$ cat config.mk
export PLATFORM = sky130hd
export DESIGN_NAME = lcd_text_sequencer
export DESIGN_NICKNAME = d
export VERILOG_FILES = /design/src/rtl/lcd_pkg.sv /design/src/rtl/lcd_char_buffer.sv /design/src/rtl/lcd_text_sequencer.sv
export SDC_FILE = /design/constraint.sdc
export NUM_CORES = 1
export LEC_CHECK = 0
export BUFFER_PORTS_ARGS = -buffer_cell sky130_fd_sc_hd__buf_2
export CAP_MARGIN = 15
export CORE_ASPECT_RATIO = 0.6
export CORE_MARGIN = 8
export CORE_UTILIZATION = 35
export CTS_BUF_LIST = sky130_fd_sc_hd__clkbuf_8
export CTS_CLUSTER_SIZE = 25
export DETAILED_ROUTE_END_ITERATION = 12
export GPL_TIMING_DRIVEN = 0
export HOLD_SLACK_MARGIN = 0.12
export PLACE_DENSITY = 0.57
export SYNTH_ARGS = -nofsm -noshare
export SYNTH_HDL_FRONTEND = slang
export SYNTH_SLANG_ARGS = --single-unit
$ cat constraint.sdc
create_clock -name clk -period 5.6 [get_ports clk]
set_clock_uncertainty 0.15 [all_clocks]
set_input_delay 1.12 -clock clk [delete_from_list [all_inputs] [get_ports clk]]
set_output_delay 1.12 -clock clk [all_outputs]
set_load 0.01 [all_outputs]
$ cat src/rtl/lcd_pkg.sv
// Shared types and constants for the LCD text path: the sequencer state
// encoding, the HD44780-style command bytes, and the lcdFSM state encoding.
package lcd_pkg;

  localparam logic [7:0] LCD_CMD_LINE1  = 8'h80;  // set DDRAM address 0x00
  localparam logic [7:0] LCD_CMD_LINE2  = 8'hC0;  // set DDRAM address 0x40
  localparam logic [7:0] LCD_CMD_CLEAR  = 8'h01;  // clear display
  localparam logic [7:0] LCD_CHAR_BLANK = 8'h20;  // ASCII space

  typedef enum logic [2:0] {
    IDLE = 3'd0,
    LOAD = 3'd1,
    REQ  = 3'd2,
    HOLD = 3'd3,
    DONE = 3'd4
  } lcd_seq_statetype;

  typedef enum logic [2:0] {
    FSM_POWERUP = 3'd0,
    FSM_BOOT    = 3'd1,
    FSM_IDLE    = 3'd2,
    FSM_SET     = 3'd3,
    FSM_WRITE   = 3'd4,
    FSM_OFF     = 3'd5
  } lcd_fsm_statetype;

endpackage

$ cat src/rtl/lcd_char_buffer.sv
// Character frame buffer: DEPTH x 8 register file with synchronous write,
// combinational (read-before-write) read, and reset to the blank character.
module lcd_char_buffer
  import lcd_pkg::*;
#(
  parameter int         DEPTH = 32,
  parameter int         AW    = 5,
  parameter logic [7:0] BLANK = LCD_CHAR_BLANK
) (
  input  logic          clk_i,
  input  logic          reset_i,
  input  logic          wr_en_i,
  input  logic [AW-1:0] wr_addr_i,
  input  logic [7:0]    wr_data_i,
  input  logic [AW-1:0] rd_addr_i,
  output logic [7:0]    rd_data_o
);

  logic [7:0] mem_q [DEPTH];

  // Storage: blank every entry on reset, otherwise accept upstream writes.
  always_ff @(posedge clk_i) begin
    if (reset_i) begin
      for (int i = 0; i < DEPTH; i++) begin
        mem_q[i] <= BLANK;
      end
    end else if (wr_en_i) begin
      mem_q[wr_addr_i] <= wr_data_i;
    end
  end

  // A same-cycle write to the read address is not visible until the next cycle.
  assign rd_data_o = mem_q[rd_addr_i];

endmodule

$ cat src/rtl/lcd_text_sequencer.sv
// Repaints a 2-line LCD from a character buffer by streaming the line-1
// address, line-1 characters, line-2 address and line-2 characters through
// the lcdFSM data_ready/busy handshake. All outputs are registered.
module lcd_text_sequencer
  import lcd_pkg::*;
#(
  parameter int         LINE_LEN  = 16,
  parameter logic [7:0] LINE1_CMD = LCD_CMD_LINE1,
  parameter logic [7:0] LINE2_CMD = LCD_CMD_LINE2,
  parameter logic [7:0] BLANK     = LCD_CHAR_BLANK,
  localparam int        AW        = $clog2(2*LINE_LEN)
) (
  input  logic          clk,
  input  logic          reset,
  input  logic          wr_en,
  input  logic [AW-1:0] wr_addr,
  input  logic [7:0]    wr_data,
  input  logic          refresh,
  input  logic          lcd_busy,
  output logic          data_ready,
  output logic [7:0]    d_out,
  output logic          rs_out,
  output logic          active,
  output logic          done
);

  // Sequence index covers two address commands plus 2*LINE_LEN characters.
  localparam int             IW        = $clog2(2*LINE_LEN + 2);
  localparam logic [IW-1:0]  IDX_LINE2 = IW'(LINE_LEN + 1);
  localparam logic [IW-1:0]  IDX_LAST  = IW'(2*LINE_LEN + 1);

  lcd_seq_statetype state_q, state_d;
  logic [IW-1:0]    idx_q, idx_d;
  logic             pending_q, pending_d;
  logic             data_ready_q, data_ready_d;
  logic [7:0]       d_out_q, d_out_d;
  logic             rs_out_q, rs_out_d;
  logic             active_q, active_d;
  logic             done_q, done_d;

  logic [AW-1:0]    rd_addr_s;
  logic [7:0]       rd_data_s;
  logic [7:0]       seq_byte_s;
  logic             seq_rs_s;

  lcd_char_buffer #(
    .DEPTH (2*LINE_LEN),
    .AW    (AW),
    .BLANK (BLANK)
  ) u_buf (
    .clk_i     (clk),
    .reset_i   (reset),
    .wr_en_i   (wr_en),
    .wr_addr_i (wr_addr),
    .wr_data_i (wr_data),
    .rd_addr_i (rd_addr_s),
    .rd_data_o (rd_data_s)
  );

  // Map the sequence index to the byte to send and its register-select bit.
  always_comb begin
    rd_addr_s  = AW'(idx_q - IW'(2));
    seq_byte_s = rd_data_s;
    seq_rs_s   = 1'b1;
    if (idx_q == IW'(0)) begin
      seq_byte_s = LINE1_CMD;
      seq_rs_s   = 1'b0;
    end else if (idx_q <= IW'(LINE_LEN)) begin
      rd_addr_s  = AW'(idx_q - IW'(1));
    end else if (idx_q == IDX_LINE2) begin
      seq_byte_s = LINE2_CMD;
      seq_rs_s   = 1'b0;
    end else begin
      rd_addr_s  = AW'(idx_q - IW'(2));
    end
  end

  // Next-state and registered-output logic for the handshake sequencer.
  always_comb begin
    state_d      = state_q;
    idx_d        = idx_q;
    pending_d    = pending_q;
    data_ready_d = data_ready_q;
    d_out_d      = d_out_q;
    rs_out_d     = rs_out_q;
    active_d     = active_q;
    done_d       = 1'b0;

    // Requests arriving mid-refresh collapse into a single queued repaint.
    if (refresh && (state_q != IDLE)) begin
      pending_d = 1'b1;
    end else begin
      pending_d = pending_q;
    end

    case (state_q)
      IDLE: begin
        if (refresh || pending_q) begin
          state_d   = LOAD;
          idx_d     = IW'(0);
          active_d  = 1'b1;
          pending_d = 1'b0;
        end else begin
          state_d   = IDLE;
        end
      end
      LOAD: begin
        // Busy high here also covers the LCD power-up interval.
        if (!lcd_busy) begin
          state_d      = REQ;
          d_out_d      = seq_byte_s;
          rs_out_d     = seq_rs_s;
          data_ready_d = 1'b1;
        end else begin
          state_d      = LOAD;
        end
      end
      REQ: begin
        // Request is held until lcdFSM leaves boot/idle and raises busy.
        if (lcd_busy) begin
          state_d      = HOLD;
          data_ready_d = 1'b0;
        end else begin
          state_d      = REQ;
        end
      end
      HOLD: begin
        if (!lcd_busy) begin
          if (idx_q == IDX_LAST) begin
            state_d  = DONE;
            done_d   = 1'b1;
            active_d = 1'b0;
          end else begin
            state_d  = LOAD;
            idx_d    = idx_q + IW'(1);
          end
        end else begin
          state_d = HOLD;
        end
      end
      DONE: begin
        if (pending_q) begin
          state_d   = LOAD;
          idx_d     = IW'(0);
          active_d  = 1'b1;
          pending_d = refresh;
        end else begin
          state_d   = IDLE;
        end
      end
      default: begin
        state_d      = IDLE;
        data_ready_d = 1'b0;
        active_d     = 1'b0;
      end
    endcase
  end

  // State and output registers with synchronous reset.
  always_ff @(posedge clk) begin
    if (reset) begin
      state_q      <= IDLE;
      idx_q        <= IW'(0);
      pending_q    <= 1'b0;
      data_ready_q <= 1'b0;
      d_out_q      <= 8'h00;
      rs_out_q     <= 1'b0;
      active_q     <= 1'b0;
      done_q       <= 1'b0;
    end else begin
      state_q      <= state_d;
      idx_q        <= idx_d;
      pending_q    <= pending_d;
      data_ready_q <= data_ready_d;
      d_out_q      <= d_out_d;
      rs_out_q     <= rs_out_d;
      active_q     <= active_d;
      done_q       <= done_d;
    end
  end

  assign data_ready = data_ready_q;
  assign d_out      = d_out_q;
  assign rs_out     = rs_out_q;
  assign active     = active_q;
  assign done       = done_q;

endmodule

== Word-level counts from Yosys, hierarchy flattened ==
Memory sizes are Yosys's and may differ from the RTL's.
Index checks and enable logic that the tools add are counted.
Storage, ports and cells
  RAM bits: 256
  memories kept: 1
  output and inout bits: 12
  bits in registers: 22
  logic and storage cells: 85
  bits of input ports: 18
Operators by class
  bitwise operators: 4
  reduce and logical (&&, ||, !) cells: 14
  add/sub/neg operators: 3
  order comparisons: 1
  equal/unequal tests: 13
  mux-type cells: 41
Memories
  u_buf.mem_q: depth 32, width 8, read ports 1, clocked after memory_dff 0, wr ports 32, line lcd_char_buffer.sv:19  | logic [7:0] mem_q [DEPTH];
Operators by type and width (number)
  2-to-1 mux 8 bit: 4
  2-to-1 mux 6 bit: 4
  2-to-1 mux 1 bit: 22
  one-hot mux 6 bit (3 select lines): 1
  2-to-1 mux 5 bit: 3
  one-hot mux 3 bit (5 select lines): 1
  != test 2 bit, second input constant: 7
  AND reduction 5 bit: 2
  OR reduction 8 bit: 1
  adder 6 x 1 -> 6 bit, second input constant: 1
  == test 3 x 2 -> 1 bit, second input constant: 2
  == test 6 x 5 -> 1 bit, second input constant: 1
  == test 6 bit, second input constant: 1
  <= comparator 6 x 5 -> 1 bit, second input constant: 1
  logical NOT 6 bit: 1
  2-to-1 mux 3 bit: 2
  nonzero test 3 bit: 2
  OR reduction 3 bit: 2
  subtractor 5 x 1 -> 5 bit, second input constant: 1
  subtractor 5 x 2 -> 5 bit, second input constant: 1
  inverter 1 bit: 4
  one-hot mux 1 bit (4 select lines): 1
  == test 3 x 1 -> 1 bit, second input constant: 1
  == test 3 bit, second input constant: 1
  other kinds (9): 9

== Logic depth before layout (Yosys ltp) ==
An unclocked memory read counts as a cell.
  depth in word-level cells: 7
  depth in mapped cells: 15
  mapped depth without buffers: 10

== Cells and area by module ==
From an unflattened synthesis, not the netlist that was laid out.
Second synthesis, totals
  cell total of the unflattened synthesis: 891
  area total of the unflattened synthesis: 13135.1 um2
By module, submodules not included
  lcd_char_buffer: cells each 733, instances 1, sequential area each 7687.4 um2, area each 11847.6 um2
  lcd_text_sequencer: cells each 158, instances 1, sequential area each 440.4 um2, area each 1287.5 um2

== Worst setup path after synthesis ==
OpenSTA, ideal clock, no wires.
  path kind: flip-flop to flip-flop
  start: register idx_q[1]
  end: register d_out_q[2] (netlist: d_out[2])
  clock period less this slack: 3861 ps
  slack: 1739 ps
  cell stages (with the launch flop): 15
  required time: 5333 ps
  arrival time: 3594 ps
  setup time: 117 ps
  buffers on the path: 4
  path through: dfxtp_1 -> buf_2 -> buf_2 -> buf_1 -> inv_1 -> ha_1 -> nor3b_4 -> xor2_2 -> nor2_2 -> mux2i_4 -> buf_2 -> mux4_2 -> nand2_1 -> nand3_1 -> a32o_1
On the way
  longest elaborated chain between the ends: 7
  elaborated cells on any way between the ends: 11
  classes of those cells: 2 x add/sub; 1 x order compare; 1 x eq/ne; 5 x mux; 1 x reduce/logical; 1 x memory
Ends and longest elaborated chain
  start: declaration: line lcd_text_sequencer.sv:33  | logic [IW-1:0] idx_q, idx_d;
  start signal: assignment: line lcd_text_sequencer.sv:172  | idx_q <= idx_d;
  subtractor 5 x 2 -> 5 bit, or another cell as far along: line lcd_text_sequencer.sv:62, lcd_text_sequencer.sv:74
  2-to-1 mux 5 bit: line lcd_text_sequencer.sv:68  | end else if (idx_q <= IW'(LINE_LEN)) begin
  2-to-1 mux 5 bit: line lcd_text_sequencer.sv:65  | if (idx_q == IW'(0)) begin
  memory read (32 x 8 bit)
  2-to-1 mux 8 bit: line lcd_text_sequencer.sv:70  | end else if (idx_q == IDX_LINE2) begin
  2-to-1 mux 8 bit: line lcd_text_sequencer.sv:68
  2-to-1 mux 8 bit (*): line lcd_text_sequencer.sv:65
  end signal: assignment: line lcd_text_sequencer.sv:175  | d_out_q <= d_out_d;
  end: declaration: line lcd_text_sequencer.sv:36  | logic [7:0] d_out_q, d_out_d;
Every way passes the cells marked *; elsewhere a longest branch is shown, timed or not.
A chain may end at the register's enable or synchronous reset.

== Final worst setup path ==
  start: register idx_q[1]
  end: register d_out_q[4] (netlist: d_out[4])
The elaborated chain is that of the path after synthesis.

==> impl_metrics.py <==
metrics = {
    "sta": {
        "min_period_ns": 5.11,
        "tns_ns": 0,
        "timing.fmax_mhz": 196,
        "maxSlewHeadroom_pct": 26.9,
        "rsz0062_at_grt": "no",
        "drv_slew": 0,
        "hold_ws_ns": 0.331,
        "worst_pin_slew_ns": 1.10,
        "final.period_utilization_pct": 91.2,
        "setup_viol": 0,
        "finalHoldViolations": 0,
        "fin_ws_ns": 0.491,
    },
    "routing": {
        "drc": 0,
        "postRouteAntennaNets": 0,
        "drt-vias-per-instance": 5.67,
        "vias": 10740,
        "wire_per_inst_um": 26.7,
        "first_pass_iters": 5,
        "routed_wl_mm": 50.7,
        "drtIter0Drc": 1414,
    },
    "setup_path": {
        "endpoint_kind": "flip-flop",
        "startpoint": "idx_q[1]",
        "cp.required_ns": 5.91,
        "worstSetupPathType": "flip-flop to flip-flop",
        "reg2reg_depth": 13,
        "startpoint_type": "flip-flop",
        "rr_startpoint": "idx_q[1]",
        "r2r_setup_slack_ns": 0.49,
        "reg2reg_to": "d_out[4]",
        "crit_arrival_ns": 5.42,
        "crit_fanout": 19,
        "endpoint": "d_out[4]",
    },
    "global_route": {
        "antenna_found_initial": 0,
        "grt_max_degree": 12,
        "grtUsageTotal_pct": 19.7,
        "grt_pass1_vias": 10207,
        "grt_pass1_wl_mm": 72.6,
        "overflow": 0,
    },
    "flow_run": {
        "maxCapViolCount": 0,
    },
    "synth": {
        "synthCells": 1213,
        "netlist_area_sq_mm": 0.0151,
        "synth.most_common_cell": "edfxtp_1",
        "synth-seq-cells": 278,
        "synth-edff-count": 256,
        "syn_nets": 1238,
        "synthTopCellsByArea": "edfxtp_1 (51%), mux4_2 (10%), and2_1 (9.7%)",
        "syn_avg_cell_area_sq_um": 12.4,
        "synth_top_area_share_pct": 50.9,
        "netlist_top_cells_count": "edfxtp_1 (256), and2_1 (233), mux2i_1 (96)",
        "dominantRegCellSynth": "edfxtp_1",
        "ys.warnings.count": 0,
        "synth_top_area_cell": "edfxtp_1",
        "synth_seq_area_share_pct": 53.9,
        "synthArstFlopShare_pct": 0,
        "synth_cell_types": 62,
    },
    "finish": {
        "drive_above_1_share_pct": 17.3,
        "antenna_cells": 0,
        "finish.utilization_pct": 38.9,
        "stdcell_count": 1895,
        "nets": 1311,
        "fin_area_sq_mm": 0.0167,
        "area_growth_pct": 10.7,
    },
    "floorplanning": {
        "die_y_um": 177,
        "initial_core_util_pct": 35.1,
        "rows": 59,
        "core-area_sq_mm": 0.0430,
        "dieArea_sq_mm": 0.0502,
        "io_pins": 30,
        "die_x_um": 284,
    },
    "cts": {
        "hold_buffers": 0,
        "clk_latency_ns": 0.59,
        "htreeDepth": 2,
        "cts_root_buf": "clkbuf_8",
        "cts_tree": "yes",
        "clk_pin_slew_ns": 0.07,
        "numCtsBuffers": 43,
        "cts.sinks": 278,
        "clock_path_buffers": 3,
    },
    "power_and_ir_drop": {
        "leakagePower_nw": 5.56,
        "p_total_mw": 4.38,
        "ir_drop_mv": 0.153,
        "power_density_mw_per_mm2": 262,
    },
    "min_path": {
        "hold_path.class": "flip-flop to flip-flop",
    },
    "placed_design": {
        "dp_hpwl_mm": 36.9,
        "pre_cts_slack_ns": -0.0312,
        "placed_cells": 1821,
        "dpl_cell_area_sq_mm": 0.0160,
        "gp_congestion": 0.954,
        "io_buffers": 29,
    },
    "outcome": {
        "outcome": "finished clean",
    },
}
[placed cells by master, fill, tap and decap left out, types with 4 or more instances in the layout]
cell and count:
nand2b_1 5, nor2_1 57, a32o_1 11, nand3_1 43, o21ai_0 6, xnor2_1 6, buf_2 55, mux2_2 4
nor2b_1 7, a31oi_1 19, a21oi_1 13, buf_1 7, nand2_1 89, or3_1 35, clkinv_1 11, nor3_1 7
mux2i_1 96, a211oi_1 20, and4_1 5, nand3b_1 5, inv_1 25, a311oi_1 6, mux4_2 68, clkbuf_1 55
ha_1 7, and2_1 233, edfxtp_1 256, or2_2 33, dfxtp_1 22, and3_1 10, clkbuf_8 46
[kinds of logic (layout without fill, tap and decap cells)]
| logic type | Yosys count | in the layout | share of synthesized area (%) |
|---|---|---|---|
| AO/OA/AOI/OAI | 101 | 101 | 4.97 |
| XOR/XNOR | 10 | 10 | 0.630 |
| adder cells (fa/ha/maj) | 7 | 7 | 0.580 |
| buffers and inverters | 102 | 205 | 2.83 |
| flip-flops | 278 | 278 | 53.9 |
| multiplexers | 169 | 169 | 17.0 |
| AND/OR/NAND/NOR | 546 | 546 | 20.2 |
[critical path, cell delays in order (launching register included)]
cell and delay (ns):
dfxtp_1 0.38, buf_2 0.25, buf_2 0.69, inv_1 0.38, ha_1 0.38, nor3b_4 0.20
xor2_2 0.19, nor2_2 0.35, mux2i_4 0.61, buf_2 0.47, mux4_2 0.44, nand2_1 0.10
nand3_1 0.10, a32o_1 0.29
[routing by layer]
| metal | up-vias | wire, um | global-route usage, % |
|---|---|---|---|
| li1 | 4647 | - | - |
| met1 | 5395 | 24400 | 30.4 |
| met2 | 614 | 19000 | 25.2 |
| met3 | 84 | 6160 | 7.45 |
| met4 | 0 | 1050 | 4.65 |
| met5 | - | 0 | 0 |
[registers in the layout, indices dropped and copies added (netlist names)]
signal and count:
d_out 8, data_ready 1, pending_q 1, state_q 3, done 1, active 1, u_buf.mem_q 256, rs_out 1
idx_q 6
[layout make-up]
cell class	instances	area [sq um]
clock buffers	46	633
well taps	579	724
flip-flops and latches	278	8130
plain buffers	92	390
fillers	4155	26300
clock inverters	29	113
multi-input cells	833	6550
inverters	9	33.8
repair buffers	29	145
[report_power, final]
| part | switching, mW | leakage [nW] | internal [mW] | total [mW] |
|---|---|---|---|---|
| Clock | 0.848 | 0.439 | 0.752 | 1.60 |
| Sequential | 0.0601 | 2.63 | 2.37 | 2.43 |
| Combinational | 0.226 | 2.49 | 0.121 | 0.347 |
[what timing repair did]
| action | in CTS | in global routing |
|---|---|---|
| resized for setup | 2 | 0 |
| cloned | 0 | 0 |
| setup endpoints to repair | 3 | 7 |
| buffers inserted | 0 | 0 |
[worst min-delay path by stage]
stage / from / to / slack, ns / cells past startpoint
after floorplan: state_q[2] / state_q[1] / 0.30 / 1
after CTS: state_q[2] / state_q[1] / 0.34 / 1
after detailed placement: state_q[2] / state_q[1] / 0.33 / 1
after global routing: d_out[2] / d_out[2] / 0.37 / 1
final: d_out[3] / d_out[3] / 0.33 / 1
after global placement: d_out[1] / d_out[1] / 0.32 / 1
Power figures use the tool's default switching activity.
